$ cat config.mk
export PLATFORM = sky130hd
export DESIGN_NAME = flag_sequencer
export DESIGN_NICKNAME = d
export VERILOG_FILES = /design/src/rtl/flag_pkg.sv /design/src/rtl/flag_stack.sv /design/src/rtl/flag_sequencer.sv
export SDC_FILE = /design/constraint.sdc
export NUM_CORES = 1
export LEC_CHECK = 0
export BUFFER_PORTS_ARGS = -buffer_cell sky130_fd_sc_hd__buf_4
export CAP_MARGIN = 20
export CORE_AREA = 8 8 59 80
export DETAILED_ROUTE_END_ITERATION = 12
export DIE_AREA = 0 0 67 88
export PLACE_DENSITY = 0.79
export SETUP_SLACK_MARGIN = 0.3
export SYNTH_ARGS = -nofsm -noshare
export SYNTH_HDL_FRONTEND = slang
export SYNTH_SLANG_ARGS = --single-unit
$ cat constraint.sdc
create_clock -name clock -period 2.4 [get_ports clock]
set_clock_uncertainty 0.2 [all_clocks]
set_input_delay 0.12 -clock clock [delete_from_list [all_inputs] [get_ports clock]]
set_output_delay 0.12 -clock clock [all_outputs]
set_load 0.01 [all_outputs]
$ cat src/rtl/flag_pkg.sv
// Shared types and helpers for the status-flag sequencer: condition codes,
// flag write classes and their masks, and the branch condition evaluator.
package flag_pkg;

  localparam int FLAG_Z = 0;
  localparam int FLAG_C = 1;
  localparam int FLAG_S = 2;
  localparam int FLAG_O = 3;

  typedef enum logic [3:0] {
    EQ, NE, CS, CC, MI, PL, VS, VC, GT, LE, GE, LT, HI, LS, AL, NV
  } cond_e;

  typedef enum logic [1:0] {NONE, ZS, ZCS, ALL} flag_class_e;

  localparam logic [3:0] MASK_NONE = 4'b0000;
  localparam logic [3:0] MASK_ZS   = 4'b0101;
  localparam logic [3:0] MASK_ZCS  = 4'b0111;
  localparam logic [3:0] MASK_ALL  = 4'b1111;

  function automatic flag_class_e op_class(input logic [4:0] op);
    flag_class_e c;
    c = NONE;
    case (op) inside
      5'b00000, 5'b00001, 5'b00011, 5'b00100, 5'b00101, 5'b00110: c = ALL;
      5'b01000, 5'b01001:                                         c = ZCS;
      5'b10001, 5'b10010, [5'b10100:5'b11110]:                    c = ZS;
      default:                                                    c = NONE;
    endcase
    return c;
  endfunction

  function automatic logic [3:0] class_mask(input flag_class_e c);
    logic [3:0] m;
    case (c)
      ALL:     m = MASK_ALL;
      ZCS:     m = MASK_ZCS;
      ZS:      m = MASK_ZS;
      default: m = MASK_NONE;
    endcase
    return m;
  endfunction

  function automatic logic cond_eval(input cond_e cc, input logic [3:0] f);
    logic z, c, s, o, r;
    z = f[FLAG_Z];
    c = f[FLAG_C];
    s = f[FLAG_S];
    o = f[FLAG_O];
    case (cc)
      EQ:      r = z;
      NE:      r = !z;
      CS:      r = c;
      CC:      r = !c;
      MI:      r = s;
      PL:      r = !s;
      VS:      r = o;
      VC:      r = !o;
      GT:      r = !z && (s == o);
      LE:      r = z || (s != o);
      GE:      r = (s == o);
      LT:      r = (s != o);
      HI:      r = c && !z;
      LS:      r = !c || z;
      AL:      r = 1'b1;
      default: r = 1'b0;
    endcase
    return r;
  endfunction

endpackage

$ cat src/rtl/flag_stack.sv
// DEPTH x 4-bit LIFO for flag save/restore. Read port is registered and always
// tracks the top entry, so a pop accepted one cycle earlier finds its data ready.
module flag_stack #(
  parameter int DEPTH = 4
) (
  input  logic       clock,
  input  logic       reset,
  input  logic       push,
  input  logic       pop,
  input  logic [3:0] wr_data,
  output logic [3:0] rd_data,
  output logic       full,
  output logic       empty
);

  localparam int AW  = $clog2(DEPTH);
  localparam int SPW = AW + 1;

  logic [3:0]     mem [DEPTH];
  logic [SPW-1:0] sp_reg;
  logic [3:0]     rd_data_reg;
  logic [AW-1:0]  wr_addr;
  logic [AW-1:0]  rd_addr;

  assign full    = (sp_reg == SPW'(DEPTH));
  assign empty   = (sp_reg == '0);
  assign wr_addr = sp_reg[AW-1:0];
  assign rd_addr = AW'(sp_reg - SPW'(1));
  assign rd_data = rd_data_reg;

  always_ff @(posedge clock) begin
    if (reset) begin
      sp_reg <= '0;
    end else if (push && !full) begin
      sp_reg <= sp_reg + SPW'(1);
    end else if (pop && !empty) begin
      sp_reg <= sp_reg - SPW'(1);
    end
  end

  // Storage carries no reset so it maps onto plain RAM.
  always_ff @(posedge clock) begin
    if (push && !full) begin
      mem[wr_addr] <= wr_data;
    end
    rd_data_reg <= mem[rd_addr];
  end

endmodule

$ cat src/rtl/flag_sequencer.sv
// Status flag controller: masked ALU flag writes, save/restore LIFO, branch
// condition queries. Optional build macro FLAG_FWD_EN forwards same-cycle updates to queries.
module flag_sequencer
  import flag_pkg::*;
#(
  parameter int DEPTH = 4
) (
  input  logic       clock,
  input  logic       reset,
  input  logic       alu_valid,
  output logic       alu_ready,
  input  logic [4:0] alu_op,
  input  logic [3:0] alu_flags,
  input  logic       save_req,
  input  logic       restore_req,
  output logic       stk_ready,
  input  logic       cond_valid,
  input  logic [3:0] cond_code,
  output logic       cond_ready,
  output logic       cond_done,
  output logic       cond_taken,
  output logic [3:0] flags,
  output logic       stack_err
);

  typedef enum logic [1:0] {IDLE, PUSH, POP} state_e;

  state_e     state_reg;
  logic [3:0] flags_reg;
  logic       stack_err_reg;
  logic       cond_done_reg;
  logic       cond_taken_reg;

  logic       alu_fire;
  logic       cond_fire;
  logic [3:0] alu_mask;
  logic [3:0] flags_next;
  logic [3:0] eval_flags;
  logic [3:0] stk_rd_data;
  logic       stk_full;
  logic       stk_empty;

  assign alu_ready  = (state_reg == IDLE) && !save_req && !restore_req;
  assign stk_ready  = (state_reg == IDLE) && (save_req || restore_req);
  assign alu_fire   = alu_valid && alu_ready;
  assign alu_mask   = class_mask(op_class(alu_op));
  assign flags_next = (flags_reg & ~alu_mask) | (alu_flags & alu_mask);

`ifdef FLAG_FWD_EN
  assign cond_ready = (state_reg != POP);
  assign eval_flags = alu_fire ? flags_next : flags_reg;
`else
  // Hold off queries while an update lands so they see the settled register.
  assign cond_ready = (state_reg != POP) && !alu_fire;
  assign eval_flags = flags_reg;
`endif

  assign cond_fire = cond_valid && cond_ready;

  flag_stack #(.DEPTH(DEPTH)) u_stack (
    .clock   (clock),
    .reset   (reset),
    .push    (state_reg == PUSH),
    .pop     (state_reg == POP),
    .wr_data (flags_reg),
    .rd_data (stk_rd_data),
    .full    (stk_full),
    .empty   (stk_empty)
  );

  always_ff @(posedge clock) begin
    if (reset) begin
      state_reg      <= IDLE;
      flags_reg      <= '0;
      stack_err_reg  <= 1'b0;
      cond_done_reg  <= 1'b0;
      cond_taken_reg <= 1'b0;
    end else begin
      cond_done_reg <= cond_fire;
      if (cond_fire) begin
        cond_taken_reg <= cond_eval(cond_e'(cond_code), eval_flags);
      end
      case (state_reg)
        IDLE: begin
          if (alu_fire) begin
            flags_reg <= flags_next;
          end
          if (restore_req) begin
            state_reg <= POP;
          end else if (save_req) begin
            state_reg <= PUSH;
          end
        end
        PUSH: begin
          if (stk_full) begin
            stack_err_reg <= 1'b1;
          end
          state_reg <= IDLE;
        end
        POP: begin
          if (stk_empty) begin
            stack_err_reg <= 1'b1;
          end else begin
            flags_reg <= stk_rd_data;
          end
          state_reg <= IDLE;
        end
        default: state_reg <= IDLE;
      endcase
    end
  end

  assign flags      = flags_reg;
  assign stack_err  = stack_err_reg;
  assign cond_done  = cond_done_reg;
  assign cond_taken = cond_taken_reg;

endmodule

==> key figures, run 1 <==
Place
  – Placed cells: 214
  – Global placer's final weighted congestion: approximately 0.83
  – Detailed Place HPWL: 2.74 mm
  – Port bufs: 28
  – Placed Area: 1900 sq um

Power and ir drop
  – Worst VDD drop: approximately 0.46 mV
  – PwrDens: 653 nW/um^2
  – Lkg Pwr: 0.774 nW

Timing
  – Worst Max-Slew Pin Slew: 392 ps
  – Final setup viols: 0
  – RSZ-0062 raised after global routing: false
  – Worst rel slew slack: 0.739
  – Period minus WS final: 2010 ps
  – Max-slew violations: 0
  – Total negative slack: 0 ps
  – Fin crit share: 0.839
  – Fmax: 497 MHz
  – Final Hold Fails: 0

Clock network
  – CTS root buf: clkbuf_8
  – Reg clk slew, reported paths: 70 ps
  – Clock Sinks: 32
  – CTS max path bufs: 2
  – H-tree levels: 2
  – Latest clock arrival within the worst-skew pair: 290 ps
  – TritonCTS clock tree: done
  – Setup bufs post-CTS: 0
  – CTS Buf Count: 5

Finish
  – ANT cells: 0
  – Nets@finish: 210
  – Multi-input logic area: 796 sq um
  – Finished Layout Cells: 228
  – Synthesis-to-layout area growth: 26.5%
  – Final instance area: 2080 sq um
  – Layout cells sized above 1: 0.263
  – Fillers: 303
  – Register area: 802 sq um

Setup path
  – Critical path peak fanout: 4
  – Crit. End Element: flop
  – Slowest stage delay, CP: 330 ps
  – CP arrival: 2010 ps
  – Crit path max-delay cell type: dfxtp_1
  – Setup CP Type: flop to flop
  – Crit-path cells: inv_1, ha_1, ha_2, mux2_4, a211o_1, a221oi_2
  – Data required, critical path: 2400 ps
  – CP Launch Type: flop

Hold path
  – Hold Path Class: input port to flop

Synth
  – Top cells by area, synth: edfxtp_1 29%, dfxtp_1 19%, mux4_2 5.5%, ha_1 4.6%, xnor2_1 3.2%
  – Ys async rst share: 0
  – Netlist cell types: 46
  – Synth area leader: edfxtp_1
  – EDFF count, synth: 16
  – FF+latch count, synth: 32
  – Synth Area per Inst: 11.1 sq um
  – Mapped Nets: 174
  – Sequential area share after synthesis: 0.486
  – Synth Cell Area: roughly 1600 sq um
  – Synthesis Warnings: 0
  – Top FF cell, synth: edfxtp_1
  – Cells after synthesis: approximately 150
  – Yosys top cell area share: 0.292

Floorplan
  – FP Rows: 26
  – I/O pin count: 29
  – Die H: 88 microns
  – Die ar.: about 5900 sq um
  – Core area: 3580 sq um
  – Die width: 67 microns
  – Initial Util: 0.460

Routing
  – DR WL/cell: approximately 16 microns
  – WL final: between 3 and 4 mm
  – Via count: 1261
  – DRC: 0
  – Final antenna-violating net count: 0
  – Vias per Instance: approximately 5.5
  – Initial DRC Count: roughly 50
  – Pre-Repair DR Iteration Count: 4

Global routing
  – Tot GR Track Use: 0.143
  – Initial antenna violation count: 0
  – Largest net degree at the start of global routing: 13
  – GR Overflow Total: 0
  – First-pass GRT wire length: between 6 and 7 mm
  – Vias in the first global route: 1336

Run status
  – Status: completed

Job
  – Max-Cap Viols: 0
worst max-delay path, delay by kind of cell, from the launching register on:
kind,cells,cell delay (ps)
compound gates,2,580
fa+ha+maj,2,440
flops,1,330
mux,1,290
buf+inv,1,80
synth_stat cells, types with 2 or more instances:
cell and count:
dfxtp_1 16, o21ai_0 2, mux4_2 4, a21oi_1 8, inv_1 9, a221oi_1 2
nand2b_1 8, clkbuf_1 5, o22ai_1 3, nor3b_1 3, buf_2 2, ha_1 6
nor4_1 2, a211o_1 2, o21bai_1 2, a31oi_1 2, xnor2_1 6, nand2_1 4
a211oi_1 3, nor2b_1 6, nor3_1 3, edfxtp_1 16, nor2_1 8, and2_1 5
power breakdown:
group          total (W)  switching [W]  internal (W)
clock network   0.000524       0.000212      0.000312
registers       0.000616      0.0000184      0.000597
logic           0.000222       0.000108      0.000114
total            0.00136       0.000338       0.00102
path summary, 6_finish.rpt:
path	slack, ps	depth (start not counted)	startpoint	end
hold reg to reg	290	2	stack_err	stack_err
setup / recovery	390	6	u_stack.sp_reg[0]	flop
setup reg to reg	390	6	u_stack.sp_reg[0]	flop
hold / removal	100	3	cond_code[3]	cond_taken
layout make-up:
type                            count  share of cell area
Inverter                            9              0.0162
Clock inverter                      3              0.0222
Sequential cell                    32               0.385
Tap cell                           42              0.0252
Clock buffer                        5              0.0330
Timing Repair Buffer               36               0.137
Multi-Input combinational cell    101               0.382
per-layer routing:
metal	track usage	up-vias	routed length [microns]
met2	0.248	30	2020
met3	0.0410	8	177
met1	0.151	601	1460
li1	-	622	-
met4	0.0763	0	100
met5	0	-	0
through the flow:
stage | worst slack, ps | hold WS, ps | power [W] | utilization
global placement | 451 | 188 | 0.000829 | 0.531
global route | 303 | 114 | 0.00142 | 0.583
CTS | 355 | 95.5 | 0.00138 | 0.583
floorplan | 323 | -2.66 | 0.000759 | -
finish | 387 | 95.8 | 0.00136 | 0.583
detailed placement | 296 | 202 | 0.000840 | 0.531
cell usage in the layout, fill, tap and decap left out, drive strengths merged, types with 2 or more instances in the layout:
cell type / instances
edfxtp: 16
a31oi: 2
a211oi: 3
o21bai: 2
nor3b: 3
dlygate4sd3: 6
clkbuf: 5
xnor2: 6
a221oi: 3
nor4: 2
nand2b: 8
nand2: 4
nor2b: 6
nor3: 3
inv: 10
nor2: 9
mux4: 4
a211o: 2
o21ai: 2
a21oi: 8
and2: 5
o22ai: 3
buf: 30
dfxtp: 16
ha: 6
cell families after synthesis:
group                    after synthesis  synth area share
XOR/XNOR                               7            0.0372
adder cells (fa/ha/maj)                6            0.0456
multiplexers                           5            0.0638
AND/OR/NAND/NOR                       46             0.165
AO/OA/AOI/OAI                         37             0.165
flip-flops                            32             0.486
buffers and inverters                 16            0.0380
repair_timing:
action,4_1_cts,5_1_grt
pin swaps,0,1
gates cloned,0,0
endpoints found under the setup margin,1,4
endpoints found under the hold margin,12,0
resized for setup,1,3
hold buffers,7,0
No activity file was read; power rests on OpenSTA's default activity.
==> run 2, diff against run 1 <==
==> constraint.sdc (replaced) <==
create_clock -name clock -period 1.75 [get_ports clock]
set_clock_uncertainty 0.2 [all_clocks]
set_input_delay 0.0875 -clock clock [delete_from_list [all_inputs] [get_ports clock]]
set_output_delay 0.0875 -clock clock [all_outputs]
set_load 0.01 [all_outputs]
==> run 2 against run 1 <==
Routed wire length rose by 24%. Cell area grew 16%. Worst hold slack lost 76 ps. Critical path depth grew 1. Register-to-register slack got worse by 450 ps. Utilization is 9.4 points higher. Highest routed layer unchanged. Via count increased by 12%. Global-route usage rose by 1.7 points. Combinational power grew 93%. Sequential power rose by 38%. The flow now finishes with violations (negative setup slack). Power increased by 44%. Die area did not move. Critical path type unchanged.
==> key figures, run 2 (synthesis gave the netlist of run 1 again) <==
Setup path
  – Data required, critical path: 1560 ps (was 2400 ps)
  – Crit. End Element: flop (unchanged)
  – R2R depth: 7 (was 6)
  – CP arrival: 1610 ps (was 2010 ps)
  – Worst setup startpoint: u_stack.sp_reg[0] (unchanged)
  – Worst R2R Start: u_stack.sp_reg[0] (unchanged)
  – R2r setup slk: -60 ps (was 390 ps)
  – RR Endpoint: u_stack.mem[3][1]
  – Worst setup endpoint: u_stack.mem[3][1]
  – Critical path peak fanout: 4 (unchanged)
  – Setup CP Type: flop to flop (unchanged)
  – CP Launch Type: flop (unchanged)

Finish
  – Layout cells sized above 1: 0.459 (was 0.263)
  – Final instance area: 2420 sq um (was 2080 sq um)
  – Most common cell after layout, fill and taps aside: buf_4 (unchanged)
  – Multi-input logic area: 957 sq um (was 796 sq um)
  – Nets@finish: 229 (was 210)
  – ANT cells: 0 (unchanged)
  – Synthesis-to-layout area growth: 47.0% (was 26.5%)
  – Register area: 810 sq um (was 802 sq um)
  – Commonest non-fill, non-tap cells in the layout: 44 x buf_4, 16 x edfxtp_1, 11 x dfxtp_1 (was 30 x buf_4, 16 x edfxtp_1, 15 x dfxtp_1)
  – Fillers: 239 (was 303)
  – Final Util: 0.677 (was 0.583)

Timing
  – Max-slew violations: 0 (unchanged)
  – Total negative slack: -506 ps (was 0 ps)
  – Final Hold Fails: 0 (unchanged)
  – RSZ-0062 raised after global routing: true (was false)
  – Final WS setup: -58.2 ps (was 387 ps)
  – Final setup viols: 14 (was 0)
  – Fin crit share: 1.03 (was 0.839)
  – Worst rel slew slack: 0.647 (was 0.739)
  – Worst Max-Slew Pin Slew: 523 ps (was 392 ps)
  – Fmax: 553 MHz (was 497 MHz)
  – Period minus WS final: 1810 ps (was 2010 ps)

Floorplan
  – Die width: 67 microns (unchanged)
  – I/O pin count: 29 (unchanged)
  – FP Rows: 26 (unchanged)
  – Core area: 3580 sq um (unchanged)
  – Die H: 88 microns (unchanged)
  – Initial Util: 0.460 (unchanged)
  – Die ar.: 5900 sq um (unchanged)

Place
  – Detailed Place HPWL: 3.15 mm (was 2.74 mm)
  – Port bufs: 28 (unchanged)
  – Placed Area: 2040 sq um (was 1900 sq um)
  – Global placer's final weighted congestion: 0.855 (was 0.827)

Routing
  – Initial DRC Count: 137 (was 51)
  – Final antenna-violating net count: 0 (unchanged)
  – Via count: 1415 (was 1261)
  – DRC: 0 (unchanged)
  – Vias per Instance: 5.73 (was 5.53)
  – Pre-Repair DR Iteration Count: 4 (unchanged)
  – WL final: 4.65 mm (was 3.76 mm)
  – DR WL/cell: 18.8 microns (was 16.5 microns)

Run status
  – Failing checks: negative setup slack
  – Status: finished, violations left (was completed)

Power and ir drop
  – Clock Power Share: 0.349 (was 0.385)
  – Internal: 0.00147 W (was 0.00102 W)
  – NetSw: 0.000494 W (was 0.000338 W)
  – Lkg Pwr: 0.921 nW (was 0.774 nW)
  – Total Power: 0.00196 W (was 0.00136 W)
  – Sequential fraction of design power: 0.432 (was 0.452)
  – Sw Ratio: 0.252 (was 0.248)
  – PwrDens: 810 nW/um^2 (was 653 nW/um^2)
  – Worst VDD drop: 0.525 mV (was 0.463 mV)
  – Comb pwr share: 0.219 (was 0.163)

Clock network
  – CTS max path bufs: 2 (unchanged)
  – CTS Buf Count: 5 (unchanged)
  – Reg clk slew, reported paths: 60 ps (was 70 ps)
  – H-tree levels: 2 (unchanged)
  – Latest clock arrival within the worst-skew pair: 280 ps (was 290 ps)
  – Clock Sinks: 32 (unchanged)
  – TritonCTS clock tree: done (unchanged)
  – CTS root buf: clkbuf_8 (unchanged)

Job
  – Max-Cap Viols: 0 (unchanged)

Global routing
  – Tot GR Track Use: 0.161 (was 0.143)
  – First-pass GRT wire length: 7.11 mm (was 6.37 mm)
  – Vias in the first global route: 1450 (was 1336)
  – GR Overflow Total: 0 (unchanged)
  – Initial antenna violation count: 0 (unchanged)
  – Largest net degree at the start of global routing: 13 (unchanged)

Hold path
  – Hold Path Class: input port to flop (unchanged)
run 2: changes by cell type in the layout (fill, tap and decap cells not counted), moves of 3 or more:
cell | previous run | this run
ha_4 | 0 | 3
dfxtp_1 | 15 | 11
and2_1 | 4 | 1
dfxtp_2 | 1 | 4
and2_4 | 0 | 4
buf_4 | 30 | 44
buf_6 | 0 | 5
run 2: worst min path at each step:
stage	start	to	slack (ps)	depth (start not counted)
floorplan	reset	state_reg[1]	-40	1
global placement	reset	flop	150	2
detailed placement	save_req	state_reg[0]	160	3
CTS	cond_code[1]	cond_taken	10	4
global route	cond_code[1]	cond_taken	40	4
finish	cond_code[1]	cond_taken	20	4
run 2: cell type report:
type                       count  area share
multi-input combinational    101       0.395
sequential                    32       0.334
timing repair buffer          55       0.189
clock buffer                   6      0.0300
tap                           42      0.0217
inverter                       9      0.0160
clock inverter                 2      0.0145
run 2: through the flow:
step,worst slack [ps],std cells,hold slack (ps)
after CTS,-54.8,244,13.9
after global routing,-98.4,247,44.1
after global placement,11.0,227,155
after detailed placement,-47.4,227,164
after floorplan,-118,149,-35.2
final,-58.2,247,19.9
run 2: power groups by stage:
stage          logic, W  clock network, W  registers (W)
2_1_floorplan  0.000202                 0       0.000861
3_3_place_gp   0.000329                 0       0.000857
3_5_place_dp   0.000349                 0       0.000859
4_1_cts        0.000391          0.000696       0.000844
5_1_grt        0.000458          0.000725       0.000850
6_report       0.000429          0.000685       0.000848
run 2: per-layer routing:
| layer | vias to the layer above | GRT usage | wire [microns] |
|---|---|---|---|
| li1 | 665 | - | - |
| met1 | 678 | 0.156 | 1700 |
| met2 | 55 | 0.288 | 2460 |
| met3 | 17 | 0.0512 | 331 |
| met4 | 0 | 0.0897 | 152 |
| met5 | - | 0 | 0 |
run 2: critical path: stages, from the launching register on:
cell and delay (ps):
dfxtp_4 370, inv_6 40, ha_4 160, buf_6 120
ha_4 160, nor2b_4 170, and2_4 210, buf_12 110
run 2: what timing repair did:
action                                 CTS  global route
endpoints found under the hold margin   12             0
gates resized for setup                 19            16
cloned                                   0             0
setup endpoints to repair               26            27
setup buffers                            4             3
pin swaps                                8            11
hold buffers                             5             0
